**src/rtl/cp0_exc_pkg.sv**
```systemverilog
// Shared CP0 constants: handler vector, PRId, register numbers, ExcCodes and FSM states.
package cp0_exc_pkg;

  localparam logic [31:0] EXC_VECTOR = 32'h8000_0180;
  localparam logic [31:0] CP0_PRID   = 32'h0001_8000;

  localparam logic [4:0] CP0_STATUS   = 5'd12;
  localparam logic [4:0] CP0_CAUSE    = 5'd13;
  localparam logic [4:0] CP0_EPC      = 5'd14;
  localparam logic [4:0] CP0_PRID_REG = 5'd15;

  localparam logic [4:0] EXC_INT = 5'd0;
  localparam logic [4:0] EXC_SYS = 5'd8;
  localparam logic [4:0] EXC_OV  = 5'd12;

  typedef enum logic [1:0] {
    ST_IDLE    = 2'd0,
    ST_TAKE    = 2'd1,
    ST_HANDLER = 2'd2
  } exc_state_e;

  // A delay-slot victim restarts at its branch, one word earlier.
  function automatic logic [31:0] epc_of(input logic [31:0] pc, input logic bd);
    return bd ? (pc - 32'd4) : pc;
  endfunction

endpackage

```
**src/rtl/cp0_exc_regs.sv**
```systemverilog
// CP0 register file (Status/Cause/EPC/PRId): MTC0 write masking, exception capture, MFC0 read mux.
module cp0_regs
  import cp0_exc_pkg::*;
(
  input  logic        clk,
  input  logic        rst,
  input  logic        wr_en_i,
  input  logic [4:0]  addr_i,
  input  logic [31:0] wdata_i,
  input  logic        cap_i,
  input  logic        save_epc_i,
  input  logic [4:0]  code_i,
  input  logic [31:0] epc_i,
  input  logic        bd_i,
  input  logic        exl_i,
  input  logic [5:0]  ip_i,
  output logic [31:0] rdata_o,
  output logic [31:0] epc_o,
  output logic        ie_o,
  output logic [5:0]  im_o
);

  logic        ie_q, ie_d;
  logic [5:0]  im_q, im_d;
  logic [4:0]  code_q, code_d;
  logic        bd_q, bd_d;
  logic [31:0] epc_q, epc_d;

  // Exception capture has priority over any software write in the same cycle.
  always_comb begin
    ie_d   = ie_q;
    im_d   = im_q;
    code_d = code_q;
    bd_d   = bd_q;
    epc_d  = epc_q;
    if (cap_i) begin
      code_d = code_i;
      if (save_epc_i) begin
        epc_d = epc_i;
        bd_d  = bd_i;
      end else begin
        epc_d = epc_q;
      end
    end else if (wr_en_i) begin
      case (addr_i)
        CP0_STATUS: begin
          ie_d = wdata_i[0];
          im_d = wdata_i[15:10];
        end
        CP0_EPC: epc_d = wdata_i;
        default: epc_d = epc_q;
      endcase
    end else begin
      epc_d = epc_q;
    end
  end

  always_ff @(posedge clk) begin
    if (rst) begin
      ie_q   <= 1'b0;
      im_q   <= 6'd0;
      code_q <= 5'd0;
      bd_q   <= 1'b0;
      epc_q  <= 32'd0;
    end else begin
      ie_q   <= ie_d;
      im_q   <= im_d;
      code_q <= code_d;
      bd_q   <= bd_d;
      epc_q  <= epc_d;
    end
  end

  always_comb begin
    rdata_o = 32'd0;
    case (addr_i)
      CP0_STATUS:   rdata_o = {16'd0, im_q, 8'd0, exl_i, ie_q};
      CP0_CAUSE:    rdata_o = {bd_q, 15'd0, ip_i, 3'd0, code_q, 2'd0};
      CP0_EPC:      rdata_o = epc_q;
      CP0_PRID_REG: rdata_o = CP0_PRID;
      default:      rdata_o = 32'd0;
    endcase
  end

  assign epc_o = epc_q;
  assign ie_o  = ie_q;
  assign im_o  = im_q;

endmodule

```
**src/rtl/cp0_exc.sv**
```systemverilog
// CP0 exception controller: priority select, EPC computation and IDLE/TAKE/HANDLER FSM.
// Optional interrupt path enabled by defining CP0_INT_EN.
module cp0_exc
  import cp0_exc_pkg::*;
(
  input  logic        clk,
  input  logic        rst,
  input  logic        Ov_Req,
  input  logic        Sys_Req,
  input  logic [31:0] Ex_PC,
  input  logic [31:0] Id_PC,
  input  logic        Ex_BD,
  input  logic        Id_BD,
  input  logic [5:0]  Int,
  input  logic        ERET,
  input  logic        Mtc0_En,
  input  logic [4:0]  Cp0_Addr,
  input  logic [31:0] Cp0_Wdata,
  output logic [31:0] Cp0_Rdata,
  output logic        Exc_Take,
  output logic [31:0] Exc_Vector,
  output logic        Flush,
  output logic [31:0] EPC,
  output logic        Exl
);

  exc_state_e  state_q, state_d;
  logic [5:0]  ip_s;
  logic [5:0]  im_s;
  logic        ie_s;
  logic        exl_s;
  logic        int_hit_s;
  logic        fire_s;
  logic        save_epc_s;
  logic        wr_en_s;
  logic [4:0]  code_s;
  logic [31:0] vpc_s;
  logic        vbd_s;

`ifdef CP0_INT_EN
  assign ip_s = Int;
`else
  assign ip_s = Int & 6'd0;
`endif

  assign exl_s     = (state_q != ST_IDLE);
  assign int_hit_s = ie_s & ~exl_s & (|(ip_s & im_s));

  // Oldest instruction wins: EX overflow, then ID syscall, then interrupt on EX.
  always_comb begin
    code_s = EXC_INT;
    vpc_s  = Ex_PC;
    vbd_s  = Ex_BD;
    if (Ov_Req) begin
      code_s = EXC_OV;
    end else if (Sys_Req) begin
      code_s = EXC_SYS;
      vpc_s  = Id_PC;
      vbd_s  = Id_BD;
    end else begin
      code_s = EXC_INT;
    end
  end

  always_comb begin
    state_d    = state_q;
    fire_s     = 1'b0;
    save_epc_s = 1'b0;
    case (state_q)
      ST_IDLE: begin
        if (Ov_Req | Sys_Req | int_hit_s) begin
          state_d    = ST_TAKE;
          fire_s     = 1'b1;
          save_epc_s = 1'b1;
        end else begin
          state_d = ST_IDLE;
        end
      end
      ST_TAKE: state_d = ST_HANDLER;
      // Nested exception keeps the original EPC so the first victim is resumed.
      ST_HANDLER: begin
        if (Ov_Req | Sys_Req) begin
          state_d = ST_TAKE;
          fire_s  = 1'b1;
        end else if (ERET) begin
          state_d = ST_IDLE;
        end else begin
          state_d = ST_HANDLER;
        end
      end
      default: state_d = ST_IDLE;
    endcase
  end

  always_ff @(posedge clk) begin
    if (rst) begin
      state_q <= ST_IDLE;
    end else begin
      state_q <= state_d;
    end
  end

  assign wr_en_s = Mtc0_En & (state_q != ST_TAKE) & ~fire_s;

  cp0_regs u_regs (
    .clk        (clk),
    .rst        (rst),
    .wr_en_i    (wr_en_s),
    .addr_i     (Cp0_Addr),
    .wdata_i    (Cp0_Wdata),
    .cap_i      (fire_s),
    .save_epc_i (save_epc_s),
    .code_i     (code_s),
    .epc_i      (epc_of(vpc_s, vbd_s)),
    .bd_i       (vbd_s),
    .exl_i      (exl_s),
    .ip_i       (ip_s),
    .rdata_o    (Cp0_Rdata),
    .epc_o      (EPC),
    .ie_o       (ie_s),
    .im_o       (im_s)
  );

  assign Exc_Take   = (state_q == ST_TAKE);
  assign Flush      = (state_q == ST_TAKE);
  assign Exl        = exl_s;
  assign Exc_Vector = EXC_VECTOR;

endmodule
```
**config.mk**
```make
export PLATFORM = sky130hd
export DESIGN_NAME = cp0_exc
export DESIGN_NICKNAME = d
export VERILOG_FILES = /design/src/rtl/cp0_exc_pkg.sv /design/src/rtl/cp0_exc_regs.sv /design/src/rtl/cp0_exc.sv
export SDC_FILE = /design/constraint.sdc
export NUM_CORES = 1
export LEC_CHECK = 0
export ABC_AREA = 1
export BUFFER_PORTS_ARGS = -buffer_cell sky130_fd_sc_hd__buf_2
export CORE_ASPECT_RATIO = 2
export CORE_UTILIZATION = 50
export CTS_BUF_LIST = sky130_fd_sc_hd__clkbuf_4 sky130_fd_sc_hd__clkbuf_8 sky130_fd_sc_hd__clkbuf_16
export DETAILED_ROUTE_END_ITERATION = 6
export PLACE_DENSITY = 0.86
export SLEW_MARGIN = 10
export SYNTH_ARGS = -nofsm -noshare
export SYNTH_HDL_FRONTEND = slang
export SYNTH_SLANG_ARGS = --single-unit
```
**constraint.sdc**
```tcl
create_clock -name clk -period 2.9 [get_ports clk]
set_input_delay 0.58 -clock clk [delete_from_list [all_inputs] [get_ports clk]]
set_output_delay 0.58 -clock clk [all_outputs]
set_load 0.01 [all_outputs]
```
==> results.tsv <==
stage	metric	value	unit
outcome	outcome	finished clean	
worst_setup_path	CP Launch Point	Ov_Req	
cts	Root Driver	clkbuf_16	
finish	layout cell share with drive strength beyond 1	0.2838	
die	die width	65.85	µm
sta	minimum clock period	2.403	ns
sta	fin crit share	0.8285	
cts	hold buffer count at CTS	0	
worst_setup_path	Setup Crit Path Kind	primary input to register	
global_routing	first-pass GRT wire length	18930	µm
cts	Max Root-Sink Buffers	2	
power	worst IR drop on VDD	0.2264	mV
finish	Register Area	880.8	µm²
sta	Fin. Hold Viols	0	
die	Placeable Area	7885	µm²
synthesis	dominant synthesized flop cell	dfxtp_1	
worst_setup_path	CP Capture Type	register	
placement	Placed Area	4851	µm²
finish	Fill cells	819	
placement	Placed Cells	962	
finish	post-route cell area	5021	µm²
synthesis	Syn Area/Cell	5.709	µm²
cts	Post-CTS Setup Inserts	0	
synthesis	number of synthesized flops with an enable pin	0	
worst_setup_path	Critical Path Source Type	primary input	
die	die height	129.7	µm
worst_hold_path	worst min path class	register to register	
detailed_routing	post-route antenna net violation count	0	
cts	clock slew at reported path FFs	0.06	ns
worst_setup_path	Critical Path RT	3.06	ns
die	die area	8539	µm²
sta	final hold slack	0.4601	ns
synthesis	ys async rst share	0	
synthesis	register area share after synthesis	0.2161	
cts	PostCTS Resize Cnt	0	
sta	setup violators final	0	
detailed_routing	First DRT Iteration DRCs	249	
synthesis	post-synthesis cell count	714	
die	Starting Density	0.5170	
global_routing	initial antenna violation count	0	
sta	max_slew headroom	0.5363	
synthesis	#FFs+latches synth	44	
synthesis	Ys Warns	0	
global_routing	largest net degree at the start of global routing	43	
cts	Clock Latency Late Sink	0.29	ns
job	max cap viols	0	
finish	Finished Layout Cells	971	
detailed_routing	first drt pass iteration count	5	
worst_setup_path	Worst R2R Start	state_q[0]$_SDFF_PP0_	
die	boundary pin count	214	
worst_setup_path	critical path peak fanout	13	
sta	Max Slew Vio Count	0	
power	Comb power frac	0.309	
placement	port bufs	175	
power	Sw Share	0.3388	
power	Seq pwr share	0.362	
sta	Fin Setup TNS	0	ns
cts	TritonCTS clock tree	done	
power	Clk pwr share	0.329	
power	cell internal pwr	1.288	mW
die	row count	46	
worst_hold_path	hold path start	u_regs.code_q[3]$_SDFFE_PP0P_	
synthesis	mapped cell area	4076	µm²
placement	post-detail-place hpwl	9503	µm
power	P_sw	660.3	µW
global_routing	GR Util All Layers	0.2813	
cts	H-tree levels	2	
finish	# nets final	989	
detailed_routing	via count	4770	
synthesis	count of distinct cell types in the synthesized netlist	38	
sta	Clock Skew	0.003505	ns
cts	total clock sinks	44	
global_routing	grt total ovfl	0	
finish	area grow syn2layout	23.17	%
sta	Max Fclk	416.2	MHz
power	Static Leak	2.827	nW
sta	slew of the pin with the lowest slew margin	0.6947	ns
detailed_routing	Avg WL per Cell	12.08	µm
detailed_routing	final wirelength	11730	µm
global_routing	number of global-route vias before repair	4240	
sta	unrepaired setup endpoints after global routing	false	
worst_setup_path	critical path data arrival time	2.57	ns
finish	multi-input logic area	2492	µm²
detailed_routing	DRC	0	
power	PD cells	388.1	nW/µm²
detailed_routing	vias per cell	4.912	
cts	CTS Buf Count	5	
placement	GP Congestion	0.9140	
## state kept, by name (all words and copies together), names as in the netlist
signal and cells:
u_regs.code_q 2, u_regs.bd_q 1, u_regs.ie_o 1, u_regs.im_o 6
state_q 2, u_regs.epc_o 32
## cells in the mapped netlist, drive strengths merged (3+ instances only)
library cell | instances | area, µm²
nand3 | 49 | 245.2
dfxtp | 44 | 880.8
a31oi | 3 | 18.77
inv | 109 | 409.1
nand2 | 199 | 824.5
or2 | 4 | 25.02
o21ai | 47 | 239.0
nand4 | 9 | 56.30
nor2 | 119 | 539.3
xor2 | 3 | 26.28
clkbuf | 13 | 48.80
buf | 48 | 361.6
a22o | 6 | 52.55
a21oi | 44 | 220.2
## logic make-up after synthesis
logic type	synth area share
AOI/OAI and AO/OA	0.1458
adders and majority gates	0.003069
DFF	0.2161
xor gates and xnor gates	0.01074
other	0.001842
and+or+nand+nor	0.4214
buffers and inverters	0.2010
## cells in the final DEF, fill, tap and decap left out, types with 3 or more instances in the layout
master,Yosys,routed
buf_4,37,7
a21oi_1,44,43
a31oi_1,3,3
o21ai_0,37,37
conb_1,2,32
o21ai_1,9,9
nor2_1,98,98
nor2_4,8,8
a22o_1,6,6
dfxtp_1,44,44
nand2_1,174,174
or2_2,4,4
inv_2,5,5
nor2_2,13,13
nand3_1,49,49
inv_1,104,104
clkbuf_16,0,5
nand4_1,9,9
xor2_1,3,3
nand2_2,22,22
buf_2,6,175
nand2_4,3,3
## metrics by stage
| step | utilization | worst slack [ns] | power (mW) |
|---|---|---|---|
| 6_report | 0.6368 | 0.4974 | 1.949 |
| 5_1_grt | 0.6365 | 0.2443 | 2.053 |
| 4_1_cts | 0.6365 | 0.5305 | 1.948 |
| 3_5_place_dp | 0.6152 | 0.2447 | 1.315 |
| 3_3_place_gp | 0.6152 | 0.3045 | 1.304 |
| 2_1_floorplan | - | 0.7286 | 1.138 |
## routing by layer
layer / up-vias / wire (µm) / part of all wire / track usage
met5: - / 0 / 0 / 0
met4: 0 / 598 / 0.051 / 0.1714
met3: 38 / 587 / 0.050 / 0.01923
met2: 188 / 6168 / 0.53 / 0.5108
met1: 2075 / 4377 / 0.37 / 0.3074
li1: 2469 / - / - / -
## area by class of cell
type	instances	area share
repair buffers	183	0.1889
diodes	1	0.0004984
well taps	96	0.02392
clock inverters	3	0.008472
multi-input cells	530	0.4964
flip-flops and latches	44	0.1754
inverters	109	0.08149
clock buffers	5	0.02492
## power by group through the flow
| stage | combinational [mW] | clock, mW | sequential [mW] |
|---|---|---|---|
| floorplan | 0.408 | 0 | 0.730 |
| finish | 0.602 | 0.640 | 0.706 |
| detailed placement | 0.596 | 0 | 0.719 |
| CTS | 0.600 | 0.642 | 0.706 |
| global route | 0.679 | 0.663 | 0.712 |
| global placement | 0.588 | 0 | 0.716 |
## worst max-delay path: stages
cell and delay [ns]:
buf_2 0.14, inv_2 0.20, nand2_4 0.14, nand2_1 0.08, nand2_1 0.06, inv_1 0.10
ha_1 0.20, nand2_1 0.09, nor2_2 0.20, nand2_2 0.15, inv_1 0.16, nand2_1 0.07
o21bai_1 0.12, nand3_1 0.12, nand2_1 0.09, a21oi_1 0.06
## final timing paths
check	cells past startpoint	slack, ns	end
setup reg to reg	11	1.03	u_regs.epc_o[7]$_SDFFE_PP0P_
hold / removal	2	0.46	u_regs.code_q[3]$_SDFFE_PP0P_
hold reg to reg	2	0.46	u_regs.code_q[3]$_SDFFE_PP0P_
setup / recovery	16	0.50	u_regs.epc_o[14]$_SDFFE_PP0P_
Note: power is estimated with default switching activity, not from simulation.
